### src/rtl/pdn_pkg.sv
// Shared definitions for the permutation deflection network: flit layout,
// direction codes and the injector state encoding.
package pdn_pkg;

    localparam int FLIT_W    = 10;
    localparam int VALID_BIT = 9;
    localparam int DX_MSB    = 8;
    localparam int DX_LSB    = 7;
    localparam int DY_MSB    = 6;
    localparam int DY_LSB    = 5;
    localparam int PL_MSB    = 4;
    localparam int PL_LSB    = 0;

    localparam logic [1:0] DIR_E = 2'd0;
    localparam logic [1:0] DIR_W = 2'd1;
    localparam logic [1:0] DIR_N = 2'd2;
    localparam logic [1:0] DIR_S = 2'd3;

    typedef logic [FLIT_W-1:0] flit_t;

    // Queue entry: a flit without its valid bit.
    typedef struct packed {
        logic [1:0] dst_x;
        logic [1:0] dst_y;
        logic [4:0] payload;
    } inj_req_t;

    typedef enum logic [1:0] {
        ST_IDLE   = 2'd0,
        ST_WAIT   = 2'd1,
        ST_STARVE = 2'd2
    } inj_state_e;

endpackage

### src/rtl/pdn_injector_if.sv
// Core-to-injector request channel: valid/ready handshake carrying the
// destination coordinates and payload.
interface pdn_injector_if;

    logic       core_valid;
    logic       core_ready;
    logic [1:0] core_dst_x;
    logic [1:0] core_dst_y;
    logic [4:0] core_payload;

    modport master (
        output core_valid, core_dst_x, core_dst_y, core_payload,
        input  core_ready
    );

    modport slave (
        input  core_valid, core_dst_x, core_dst_y, core_payload,
        output core_ready
    );

endinterface

### src/rtl/pdn_inj_fifo.sv
// Synchronous injection queue; push is ignored when full and pop when empty,
// so the head is always presented combinationally on pop_data.
module pdn_inj_fifo #(
    parameter int DEPTH = 4,
    parameter int W     = 9
) (
    input  logic                   clk,
    input  logic                   rst_n,
    input  logic                   push,
    input  logic [W-1:0]           push_data,
    input  logic                   pop,
    output logic [W-1:0]           pop_data,
    output logic                   full,
    output logic                   empty,
    output logic [$clog2(DEPTH):0] level
);

    localparam int PTR_W = $clog2(DEPTH);

    logic [W-1:0]     mem_q [DEPTH];
    logic [PTR_W-1:0] wr_ptr_q, wr_ptr_d;
    logic [PTR_W-1:0] rd_ptr_q, rd_ptr_d;
    logic [PTR_W:0]   count_q, count_d;
    logic             do_push, do_pop;

    assign full     = (count_q == (PTR_W+1)'(DEPTH));
    assign empty    = (count_q == '0);
    assign level    = count_q;
    assign pop_data = mem_q[rd_ptr_q];
    assign do_push  = push & ~full;
    assign do_pop   = pop & ~empty;

    always_comb begin
        wr_ptr_d = wr_ptr_q + PTR_W'(do_push);
        rd_ptr_d = rd_ptr_q + PTR_W'(do_pop);
        count_d  = count_q + (PTR_W+1)'(do_push) - (PTR_W+1)'(do_pop);
    end

    always_ff @(posedge clk or negedge rst_n) begin
        if (!rst_n) begin
            wr_ptr_q <= '0;
            rd_ptr_q <= '0;
            count_q  <= '0;
        end else begin
            wr_ptr_q <= wr_ptr_d;
            rd_ptr_q <= rd_ptr_d;
            count_q  <= count_d;
        end
    end

    // Storage needs no reset: clearing the pointers already discards contents.
    always_ff @(posedge clk) begin
        if (do_push) begin
            mem_q[wr_ptr_q] <= push_data;
        end
    end

endmodule

### src/rtl/pdn_injector.sv
// Node-side transmit end of the deflection network: filters self-addressed
// requests, queues the rest and injects one flit whenever the router has a slot.
module pdn_injector
    import pdn_pkg::*;
#(
    parameter logic [1:0] MY_X         = 2'd0,
    parameter logic [1:0] MY_Y         = 2'd0,
    parameter int         DEPTH        = 4,
    parameter int         STARVE_LIMIT = 8,
    parameter int         CNT_W        = 16
) (
    input  logic                   clk,
    input  logic                   rst_n,
    pdn_injector_if.slave          core,
    input  logic                   slot_free,
    output logic [FLIT_W-1:0]      inj_flit,
    output logic                   starve,
    output logic                   self_drop,
    output logic [CNT_W-1:0]       inj_count,
    output logic [$clog2(DEPTH):0] fifo_level
);

    localparam int LVL_W = $clog2(DEPTH) + 1;
    localparam int WC_W  = $clog2(STARVE_LIMIT + 1);

    localparam logic [1:0] S_IDLE   = ST_IDLE;
    localparam logic [1:0] S_WAIT   = ST_WAIT;
    localparam logic [1:0] S_STARVE = ST_STARVE;

    logic             rdy_q, rdy_d;
    flit_t            inj_flit_q, inj_flit_d;
    logic             self_drop_q, self_drop_d;
    logic             starve_q, starve_d;
    logic [CNT_W-1:0] inj_count_q, inj_count_d;
    logic [1:0]       state_q, state_d;
    logic [WC_W-1:0]  wait_cnt_q, wait_cnt_d;

    logic             accept, is_self, push, pop;
    logic             full, empty;
    logic [LVL_W-1:0] level;
    inj_req_t         req, head;

    assign req       = '{dst_x: core.core_dst_x, dst_y: core.core_dst_y,
                         payload: core.core_payload};
    assign accept    = core.core_valid & core.core_ready;
    assign is_self   = (core.core_dst_x == MY_X) && (core.core_dst_y == MY_Y);
    assign push      = accept & ~is_self;
    assign pop       = ~empty & slot_free;

    // Ready is held low through reset and the first edge after it.
    assign core.core_ready = rdy_q & ~full;

    assign inj_flit   = inj_flit_q;
    assign starve     = starve_q;
    assign self_drop  = self_drop_q;
    assign inj_count  = inj_count_q;
    assign fifo_level = level;

    pdn_inj_fifo #(
        .DEPTH (DEPTH),
        .W     ($bits(inj_req_t))
    ) u_fifo (
        .clk       (clk),
        .rst_n     (rst_n),
        .push      (push),
        .push_data (req),
        .pop       (pop),
        .pop_data  (head),
        .full      (full),
        .empty     (empty),
        .level     (level)
    );

    always_comb begin
        rdy_d       = 1'b1;
        self_drop_d = accept & is_self;
        inj_count_d = inj_count_q + CNT_W'(pop);
        inj_flit_d  = '0;
        if (pop) begin
            inj_flit_d[VALID_BIT]     = 1'b1;
            inj_flit_d[DX_MSB:DX_LSB] = head.dst_x;
            inj_flit_d[DY_MSB:DY_LSB] = head.dst_y;
            inj_flit_d[PL_MSB:PL_LSB] = head.payload;
        end
    end

    // Starvation tracking: count blocked cycles while entries wait for a slot.
    always_comb begin
        state_d    = state_q;
        wait_cnt_d = wait_cnt_q;
        case (state_q)
            S_IDLE: begin
                if (push) begin
                    state_d    = S_WAIT;
                    wait_cnt_d = '0;
                end
            end
            S_WAIT, S_STARVE: begin
                if (pop) begin
                    wait_cnt_d = '0;
                    state_d    = (level == LVL_W'(1) && !push) ? S_IDLE : S_WAIT;
                end else if (state_q == S_WAIT && !slot_free) begin
                    wait_cnt_d = wait_cnt_q + 1'b1;
                    if (wait_cnt_d == WC_W'(STARVE_LIMIT)) begin
                        state_d = S_STARVE;
                    end
                end
            end
            default: begin
                state_d    = S_IDLE;
                wait_cnt_d = '0;
            end
        endcase
        starve_d = (state_d == S_STARVE);
    end

    always_ff @(posedge clk or negedge rst_n) begin
        if (!rst_n) begin
            rdy_q       <= 1'b0;
            inj_flit_q  <= '0;
            self_drop_q <= 1'b0;
            starve_q    <= 1'b0;
            inj_count_q <= '0;
            state_q     <= S_IDLE;
            wait_cnt_q  <= '0;
        end else begin
            rdy_q       <= rdy_d;
            inj_flit_q  <= inj_flit_d;
            self_drop_q <= self_drop_d;
            starve_q    <= starve_d;
            inj_count_q <= inj_count_d;
            state_q     <= state_d;
            wait_cnt_q  <= wait_cnt_d;
        end
    end

endmodule

### src/flat_wrapper.sv
// flat-port wrapper written by rule: the top's interface ports become plain ports
module pdn_injector_flat import pdn_pkg::*;
#(
    parameter logic [1:0] MY_X         = 2'd0,
    parameter logic [1:0] MY_Y         = 2'd0,
    parameter int         DEPTH        = 4,
    parameter int         STARVE_LIMIT = 8,
    parameter int         CNT_W        = 16
)
  (clk, rst_n, slot_free, inj_flit, starve, self_drop, inj_count, fifo_level, core_core_valid, core_core_dst_x, core_core_dst_y, core_core_payload, core_core_ready);
  pdn_injector_if core_i ();
  input  logic clk;
  input  logic rst_n;
  input  logic slot_free;
  output logic [FLIT_W-1:0] inj_flit;
  output logic starve;
  output logic self_drop;
  output logic [CNT_W-1:0] inj_count;
  output logic [$clog2(DEPTH):0] fifo_level;
  input wire logic [$bits(core_i.core_valid)-1:0] core_core_valid;
  input wire logic [$bits(core_i.core_dst_x)-1:0] core_core_dst_x;
  input wire logic [$bits(core_i.core_dst_y)-1:0] core_core_dst_y;
  input wire logic [$bits(core_i.core_payload)-1:0] core_core_payload;
  output wire logic [$bits(core_i.core_ready)-1:0] core_core_ready;
  assign core_i.core_valid = core_core_valid;
  assign core_i.core_dst_x = core_core_dst_x;
  assign core_i.core_dst_y = core_core_dst_y;
  assign core_i.core_payload = core_core_payload;
  assign core_core_ready = core_i.core_ready;
  pdn_injector #(.MY_X(MY_X), .MY_Y(MY_Y), .DEPTH(DEPTH), .STARVE_LIMIT(STARVE_LIMIT), .CNT_W(CNT_W)) u_core (.clk(clk), .rst_n(rst_n), .core(core_i), .slot_free(slot_free), .inj_flit(inj_flit), .starve(starve), .self_drop(self_drop), .inj_count(inj_count), .fifo_level(fifo_level));
endmodule
### config.mk
export PLATFORM = sky130hd
export DESIGN_NAME = pdn_injector_flat
export DESIGN_NICKNAME = d
export VERILOG_FILES = /design/src/rtl/pdn_pkg.sv /design/src/rtl/pdn_injector_if.sv /design/src/rtl/pdn_inj_fifo.sv /design/src/rtl/pdn_injector.sv /design/src/flat_wrapper.sv
export SDC_FILE = /design/constraint.sdc
export NUM_CORES = 1
export LEC_CHECK = 0
export ABC_AREA = 1
export CAP_MARGIN = 40
export CORE_MARGIN = 2
export CORE_UTILIZATION = 60
export CTS_BUF_LIST = sky130_fd_sc_hd__clkbuf_4 sky130_fd_sc_hd__clkbuf_8
export DETAILED_ROUTE_END_ITERATION = 7
export PLACE_DENSITY = 0.86
export RECOVER_POWER = 100
export SLEW_MARGIN = 5
export SYNTH_ARGS = -nofsm -noshare
export SYNTH_HDL_FRONTEND = slang
export SYNTH_SLANG_ARGS = --single-unit
export TNS_END_PERCENT = 100
### constraint.sdc
create_clock -name clk -period 6.9 [get_ports clk]
set_clock_uncertainty 0.1 [all_clocks]
set_input_delay 1.38 -clock clk [delete_from_list [all_inputs] [get_ports clk]]
set_output_delay 1.38 -clock clk [all_outputs]
set_load 0.005 [all_outputs]
Word level (Yosys, flattened, before mapping)
Memories as Yosys holds them, arrays and structs flattened.
Index checks and enable logic that the tools add are counted.
W data, S select, Z words.
{"block": "op_classes", "n_addsub": 6, "n_reduce_logical": 11, "muxes": 13, "n_bitwise": 10, "n_eq_ne": 8}
{"op": "$add A16 B1 Y16", "count": 1}
{"op": "$mux W4", "count": 3}
{"op": "$mux W10", "count": 1}
{"op": "$mux W2", "count": 4}
{"op": "$pmux W4 S2", "count": 1}
{"op": "$and A1 B1 Y1", "count": 7}
{"op": "$logic_not A2 Y1", "count": 3}
{"op": "$add A2 B1 Y2", "count": 2}
{"op": "$add A4 B1 Y4 const B", "count": 1}
{"op": "$eq A2 B2 Y1 const B", "count": 2}
{"op": "$eq A4 B4 Y1 const B", "count": 1}
{"op": "$pmux W2 S2", "count": 1}
{"op": "$add A3 B1 Y3", "count": 1}
{"op": "$eq A3 B1 Y1 const B", "count": 1}
{"op": "$eq A3 B3 Y1 const B", "count": 1}
{"op": "$logic_and A1 B1 Y1", "count": 3}
{"op": "$logic_not A3 Y1", "count": 1}
{"op": "$mux W1", "count": 3}
{"op": "$ne A3 B1 Y1 const B", "count": 1}
{"op": "$not A1 Y1", "count": 3}
{"op": "$sub A3 B1 Y3", "count": 1}
{"op": "$eq A2 B1 Y1 const B", "count": 1}
{"op": "$logic_not A1 Y1", "count": 2}
{"op": "$ne A2 B1 Y1 const B", "count": 1}
{"op": "other kinds (2)", "count": 2}
{"block": "totals", "out_inout_bits": 32, "ram_bits": 36, "in_bits": 13, "mem_count": 1, "register_bits": 42, "wordCells": 59}
{"name": "u_core.u_fifo.mem_q", "words": 4, "word_bits": 9, "read_ports": 1, "rd_ports_with_merged_regs": 0, "wr": 1, "line": "pdn_inj_fifo.sv:20", "source": "logic [W-1:0] mem_q [DEPTH];"}

Longest topological paths before layout
Gate-level depths: netlist of run 1.
{"block": "depth", "word_depth": 11, "depth_mapped": 13, "ltp_nobuf": 12}

Cells and area by module
Synthesis of run 1 repeated with hierarchy kept, for this count alone.
{"block": "hier_totals", "hier_cells": 318, "area_unflattened_um2": 3388.2}
{"mod": "pdn_inj_fifo", "cells_per_inst": 141, "area_per_inst_um2": 1751.7, "n_inst": 1, "seq_area_each_um2": 1256.2}
{"mod": "pdn_injector", "cells_per_inst": 177, "area_per_inst_um2": 1636.6, "n_inst": 1, "seq_area_each_um2": 875.8}

Least setup slack after synthesis of run 1
No wires, ideal clock.
{"block": "synth_path", "kind": "input to register", "start": "input slot_free", "end": "register u_core.u_fifo.count_q[2] (netlist: u_core.u_fifo.level[2])", "path_slack_ns": 3.801, "t_required_ns": 6.671, "path_stages": 9, "setup_ns": 0.129, "arrival_time_ns": 2.871, "path_cell_list": "nand2_2 buf_2 inv_1 ha_1 inv_1 ha_1 fa_1 xnor2_1 xor2_1"}
{"block": "synth_via", "elab_chain_len": 3}
{"element": "start: declaration", "line": "flat_wrapper.sv:14", "source": "input logic slot_free;"}
{"element": "$and A1 B1 Y1", "line": "pdn_injector.sv:48", "source": "assign pop = ~empty & slot_free;"}
{"element": "$and A1 B1 Y1", "line": "pdn_inj_fifo.sv:31", "source": "assign do_pop = pop & ~empty;"}
{"element": "$sub A3 B1 Y3", "line": "pdn_inj_fifo.sv:36", "source": "count_d = count_q + (PTR_W+1)'(do_push) - (PTR_W+1)'(do_pop);"}
{"element": "via u_core.u_fifo.count_d[2]", "line": "pdn_inj_fifo.sv:23", "source": "logic [PTR_W:0] count_q, count_d;"}
{"element": "end signal: assignment", "line": "pdn_inj_fifo.sv:47", "source": "count_q <= count_d;"}
{"element": "end: declaration", "line": "pdn_inj_fifo.sv:23"}
The timed path passes the listed nets, and every way through them passes these cells.
A chain may end at the register's enable or synchronous reset.

Worst setup path in the final report of run 1
{"block": "layout_path", "start": "input slot_free", "end": "register u_core.inj_count_q[14] (netlist: u_core.inj_count[14])"}
{"block": "layout_via", "elab_chain_len": 2}
{"element": "$and A1 B1 Y1", "line": "pdn_injector.sv:48"}
{"element": "$add A16 B1 Y16", "line": "pdn_injector.sv:77", "source": "inj_count_d = inj_count_q + CNT_W'(pop);"}
{"element": "via u_core.inj_count_d[14]", "line": "pdn_injector.sv:34", "source": "logic [CNT_W-1:0] inj_count_q, inj_count_d;"}
{"element": "end signal: assignment", "line": "pdn_injector.sv:131", "source": "inj_count_q <= inj_count_d;"}
{"element": "end: declaration", "line": "pdn_injector.sv:34"}
The timed path passes the listed nets, and every way through them passes these cells.

==> results of run 1 <==
-- power by group --
| group | switching [W] | total [W] | leakage [nW] | internal, W |
|---|---|---|---|---|
| clock network | 0.000172 | 0.000413 | 0.112 | 0.000241 |
| registers | 0.0000980 | 0.000681 | 0.854 | 0.000583 |
| logic | 0.000203 | 0.000378 | 0.758 | 0.000175 |
-- cell families after synthesis --
family	count (synthesis)	share of synthesized area
flip-flops	78	0.6496
other	1	0.001143
adder cells (fa/ha/maj)	11	0.04422
AND/OR/NAND/NOR	111	0.1662
AO/OA/AOI/OAI	33	0.05452
XOR/XNOR	19	0.05071
buffers and inverters	28	0.03354
-- registers in the layout, summed over array words and instances, names as in the netlist --
| name | flops |
|---|---|
| u_core.u_fifo.rd_ptr_q | 2 |
| u_core.rdy_q | 1 |
| u_core.starve | 1 |
| u_core.inj_flit | 10 |
| u_core.u_fifo.level | 3 |
| u_core.state_q | 2 |
| u_core.self_drop | 1 |
| u_core.inj_count | 16 |
| u_core.u_fifo.mem_q | 36 |
| u_core.wait_cnt_q | 4 |
| u_core.u_fifo.wr_ptr_q | 2 |
-- critical path: stages --
cell and delay [ps]:
dlygate4sd3_1 560, nand2_1 320, inv_1 240, ha_1 200, ha_1 180, nand3_1 120
nor2_1 200, nand3_1 180, nor2_1 230, nand3_2 90, xor2_1 150
-- final timing paths --
kind	from	endpoint	slack [ps]
max reg2reg	u_core.u_fifo.level[1]	u_core.inj_count[14]	4190
max in group asynchronous	rst_n	u_core.u_fifo.level[0]	3860
min in group asynchronous	rst_n	u_core.inj_count[14]	1000
min reg2reg	u_core.inj_count[15]	u_core.inj_count[15]	360
min	u_core.inj_count[15]	u_core.inj_count[15]	360
max	slot_free	u_core.inj_count[14]	3190
-- layer usage --
| metal | GRT usage | up-vias | share of wire |
|---|---|---|---|
| met3 | 0.05930 | 5 | 0.067 |
| met2 | 0.3560 | 71 | 0.50 |
| met1 | 0.3164 | 1051 | 0.42 |
| met4 | 0.09825 | 0 | 0.012 |
| met5 | 0 | - | 0 |
| li1 | - | 1037 | - |
-- metrics by stage --
| stage | instance area, µm² | cells |
|---|---|---|
| 2_1_floorplan | 3282 | 281 |
| 3_3_place_gp | 3811 | 394 |
| 3_5_place_dp | 3831 | 395 |
| 4_1_cts | 4076 | 411 |
| 5_1_grt | 3955 | 411 |
| 6_report | 3955 | 411 |
-- area by class of cell --
cell class                 instances  share of cell area
sequential                        78              0.5391
timing repair buffer              49              0.1145
clock inverter                     7             0.03069
clock buffer                       9             0.03132
multi-input combinational        175              0.2404
inverter                          23             0.02183
tap                               70             0.02214
-- cells in the final DEF, fill, tap and decap left out, drive strengths merged --
master | synthesis | final
clkinvlp | 0 | 3
nand4 | 2 | 2
nor4 | 1 | 1
ha | 10 | 10
nand3 | 11 | 11
nor3 | 6 | 6
dlygate4sd3 | 0 | 42
a21boi | 1 | 1
nand2 | 35 | 35
bufinv | 0 | 3
clkinv | 1 | 1
or2 | 1 | 1
a21oi | 9 | 9
xnor2 | 4 | 4
conb | 1 | 1
xor2 | 15 | 15
clkbuf | 2 | 15
dfrtp | 42 | 42
clkdlybuf4s50 | 0 | 1
inv | 22 | 23
o21ai | 23 | 23
fa | 1 | 1
nor2 | 55 | 55
edfxtp | 36 | 36
==> results.sh, run 1 <==
export IMPL_syn_nets=305
export IMPL_final_seq_area_um2=2132
export IMPL_ant_nets=0
export IMPL_grt_use_total=0.2315
export IMPL_grt_max_degree=28
export IMPL_fin_crit_ps=3710
export IMPL_synth_top_cell_area_share=0.3294
export IMPL_drt_iter0_drc=152
export IMPL_syn_inst=281
export IMPL_yosysMostFrequentCell="nor2_1"
export IMPL_status="finished clean"
export IMPL_cts_tree="yes"
export IMPL_gp_congestion=0.8022
export IMPL_setup_viol=0
export IMPL_synth_cell_types=33
export IMPL_synth_seq_cells=78
export IMPL_critPathLaunchType="input pin"
export IMPL_holdWs_ps=364.6
export IMPL_port_buffers=44
export IMPL_coreArea_um2=5205
export IMPL_cts_sinks=78
export IMPL_cts_htree_levels=3
export IMPL_dpl_hpwl_mm=4.020
export IMPL_clock_fmax_ghz=0.2696
export IMPL_num_rows=26
export IMPL_hold_path_depth=1
export IMPL_drc=0
export IMPL_netlist_top_cells_count="nor2_1 (50), dfrtp_1 (42), edfxtp_1 (36)"
export IMPL_path_max_fanout=13
export IMPL_drive_gt1_frac=0.06452
export IMPL_hold_viol_final=0
export IMPL_clkTransAtPathRegs_ps=80
export IMPL_endpoint_kind="flip-flop"
export IMPL_peakVddDrop_v=0.0002303
export IMPL_total_power_w=0.001472
export IMPL_drt_wl_total_mm=6.179
export IMPL_wire_per_inst_um=15.03
export IMPL_vias_per_cell=5.265
export IMPL_pwr_density_cell_nw_per_um2=372.1
export IMPL_drv_cap=0
export IMPL_grt_pass1_vias=2144
export IMPL_postCtsSetupRepairBufs=0
export IMPL_setup_slack_ps=3190
export IMPL_synth_area_um2=3282
export IMPL_nets=360
export IMPL_cts_resized=0
export IMPL_place_ws_ps=3128
export IMPL_seq_area_frac_synth=0.6496
export IMPL_fin_util=0.7599
export IMPL_ys_flop_type="dfrtp_1"
export IMPL_antenna_cells=0
export IMPL_arrival_ps=3850
export IMPL_fin_setup_tns_ps=0
export IMPL_cts_buffers=9
export IMPL_leakage_nw=1.724
export IMPL_cp_required_ps=7040
export IMPL_area_growth_pct=20.51
export IMPL_synth_top_area_cell="edfxtp_1"
export IMPL_fillerInstances=342
export IMPL_yosysWarnings=0
export IMPL_avgSynthCellArea_um2=11.68
export IMPL_grt_first_pass_wirelength_mm=10.47
export IMPL_reg2reg_depth=12
export IMPL_max_slew_margin=0.01663
export IMPL_synth_edff_count=36
export IMPL_hold_buffers=0
export IMPL_rsz0062_at_grt="false"
export IMPL_fin_crit_sh=0.5376
export IMPL_clk_latency_ps=350
export IMPL_netlist_top_cells_area="edfxtp_1 (33%), dfrtp_1 (32%), nor2_1 (5.7%), xor2_1 (4.0%), ha_1 (3.8%)"
export IMPL_synthArstFlopShare=0.5385
export IMPL_cts_max_path_buffers=2
export IMPL_hp_class="flip-flop to flip-flop"
export IMPL_worstSetupPathType="input pin to flip-flop"
export IMPL_vias=2164
export IMPL_die_w_um=77.96
export IMPL_worst_pin_slew_ps=1475
export IMPL_antenna_found_initial=0
export IMPL_drtPass1Iterations=4
export IMPL_initial_utilization=0.6305
export IMPL_dieArea_um2=6078
export IMPL_grt_overflow=0
export IMPL_ios=45
export IMPL_report_final_slew_viol_count=0
export IMPL_cts_root_buffer="clkbuf_8"
export IMPL_die_h_um=77.96
export IMPL_multi_input_area_um2=950.9
Power figures use the tool's default switching activity.
==> run 2, diff against run 1 <==
Settings changed: CORE_UTILIZATION 60 to 51, PLACE_DENSITY 0.86 to 0.78.
Clock period 6.9 ns to 3.2 ns, I/O delays scaled along.
==> run 2 against run 1 <==
Sequential power is 110% higher. Routed wire length is 5.2% lower. Critical endpoint is now u_core.u_fifo.level[2]. Global-route usage is 4.7 points lower. Critical path type unchanged. Highest routed layer unchanged. Clock power is 120% higher.
==> results.sh, run 2 (synthesis gave the netlist of run 1 again) <==
export IMPL_status="finished clean"
export IMPL_antenna_found_initial=0
export IMPL_cp_endpoint="u_core.u_fifo.level[2]"
export IMPL_cts_htree_levels=3
export IMPL_grt_pass1_vias=2086
export IMPL_cp_required_ps=3370
export IMPL_drt_iter0_drc=177
export IMPL_grt_max_degree=25
export IMPL_num_rows=29
export IMPL_drive_gt1_frac=0.07310
export IMPL_postCtsSetupRepairBufs=0
export IMPL_grt_overflow=0
export IMPL_cts_root_buffer="clkbuf_8"
export IMPL_cts_resized=0
export IMPL_setup_viol=0
export IMPL_wire_per_inst_um=13.94
export IMPL_timing_rr_start="u_core.u_fifo.level[2]"
export IMPL_hp_class="input pin to async pin"
export IMPL_dieArea_um2=7093
export IMPL_max_slew_margin=0.1426
export IMPL_clock_fmax_ghz=0.3718
export IMPL_peakVddDrop_v=0.0004254
export IMPL_mostFrequentLayoutCells="nor2_1 (53), dlygate4sd3_1 (42), dfrtp_1 (42), edfxtp_1 (36), nand2_1 (32)"
export IMPL_grt_use_total=0.1845
export IMPL_total_power_w=0.003169
export IMPL_cts_sinks=78
export IMPL_fin_setup_tns_ps=0
export IMPL_die_w_um=84.22
export IMPL_port_buffers=44
export IMPL_fin_crit_ps=2690
export IMPL_drc=0
export IMPL_vias_per_cell=4.988
export IMPL_clk_latency_ps=350
export IMPL_ios=45
export IMPL_largest_register="u_core.u_fifo.mem_q"
export IMPL_ant_nets=0
export IMPL_die_h_um=84.22
export IMPL_nets=361
export IMPL_drt_wl_total_mm=5.855
export IMPL_gp_congestion=0.7993
export IMPL_vias=2095
export IMPL_ff2ff_setup_slack_ps=940
export IMPL_drv_cap=0
export IMPL_rsz0062_at_grt="false"
export IMPL_path_max_fanout=9
export IMPL_critPathLaunchType="input pin"
export IMPL_coreArea_um2=6277
export IMPL_largest_register_ff_count=36
export IMPL_cts_tree="yes"
export IMPL_layout_commonest_cell="nor2_1"
export IMPL_arrival_ps=2860
export IMPL_worst_pin_slew_ps=1286
export IMPL_area_growth_pct=21.62
export IMPL_fin_crit_sh=0.8406
export IMPL_cts_buffers=9
export IMPL_worstSetupPathType="input pin to flip-flop"
export IMPL_hold_viol_final=0
export IMPL_pwr_density_cell_nw_per_um2=794.0
export IMPL_clkTransAtPathRegs_ps=80
export IMPL_startpoint="core_core_dst_x[1]"
export IMPL_report_final_slew_viol_count=0
export IMPL_leakage_nw=1.739
export IMPL_reg2reg_depth=12
export IMPL_grt_first_pass_wirelength_mm=10.11
export IMPL_cts_max_path_buffers=2
export IMPL_dpl_hpwl_mm=4.051
export IMPL_reg2reg_to="u_core.inj_count[14]"
export IMPL_drtPass1Iterations=4
export IMPL_initial_utilization=0.5228
export IMPL_hold_buffers=0
export IMPL_endpoint_kind="flip-flop"
## run 2: where the power goes
| part | switching [W] | internal [W] |
|---|---|---|
| sequential | 0.000193 | 0.00126 |
| combinational | 0.000444 | 0.000385 |
| clock | 0.000352 | 0.000539 |
| total | 0.000988 | 0.00218 |
## run 2: worst min-delay path by stage
stage	start	endpoint	slack, ps
final	rst_n	u_core.inj_count[14]	310
after global routing	rst_n	u_core.inj_count[14]	400
after CTS	rst_n	u_core.inj_count[14]	140
after detailed placement	u_core.inj_count[15]	u_core.inj_count[15]	360
after global placement	u_core.inj_count[15]	u_core.inj_count[15]	360
after floorplan	rst_n	u_core.inj_count[0]	240
## run 2: cell type report
type	instances	area (µm²)
Sequential cell	78	2132
Tap cell	77	96.34
Fill cell	498	2286
Clock buffer	11	138.9
Antenna cell	1	2.502
Clock inverter	5	106.4
Multi-Input combinational cell	175	968.4
Inverter	23	86.33
Timing Repair Buffer	50	460.4
## run 2: routing by layer
metal / share of wire / track usage
met4: 0.018 / 0.08211
met1: 0.46 / 0.2527
met3: 0.039 / 0.04031
met5: 0 / 0
met2: 0.48 / 0.2857
## run 2: per-stage QoR
stage               setup WS [ps]  cell area, µm²  std cells  hold slack, ps    util
floorplan                   840.5            3282        281           244.4       -
global placement            284.2            3827        402           358.9  0.6097
detailed placement          205.7            3855        403           363.8  0.6141
CTS                         569.0            4100        419           137.0  0.6532
global route                356.7            3989        419           400.1  0.6354
finish                      510.2            3991        420           306.6  0.6358
## run 2: worst max-delay path, cell delays in order
cell           delay (ps)
dlygate4sd3_1         620
nor2_1                 80
nand2_1               120
nand4_4               150
ha_1                  320
inv_1                  40
ha_1                  180
fa_1                  370
xnor2_1               170
xor2_1                170
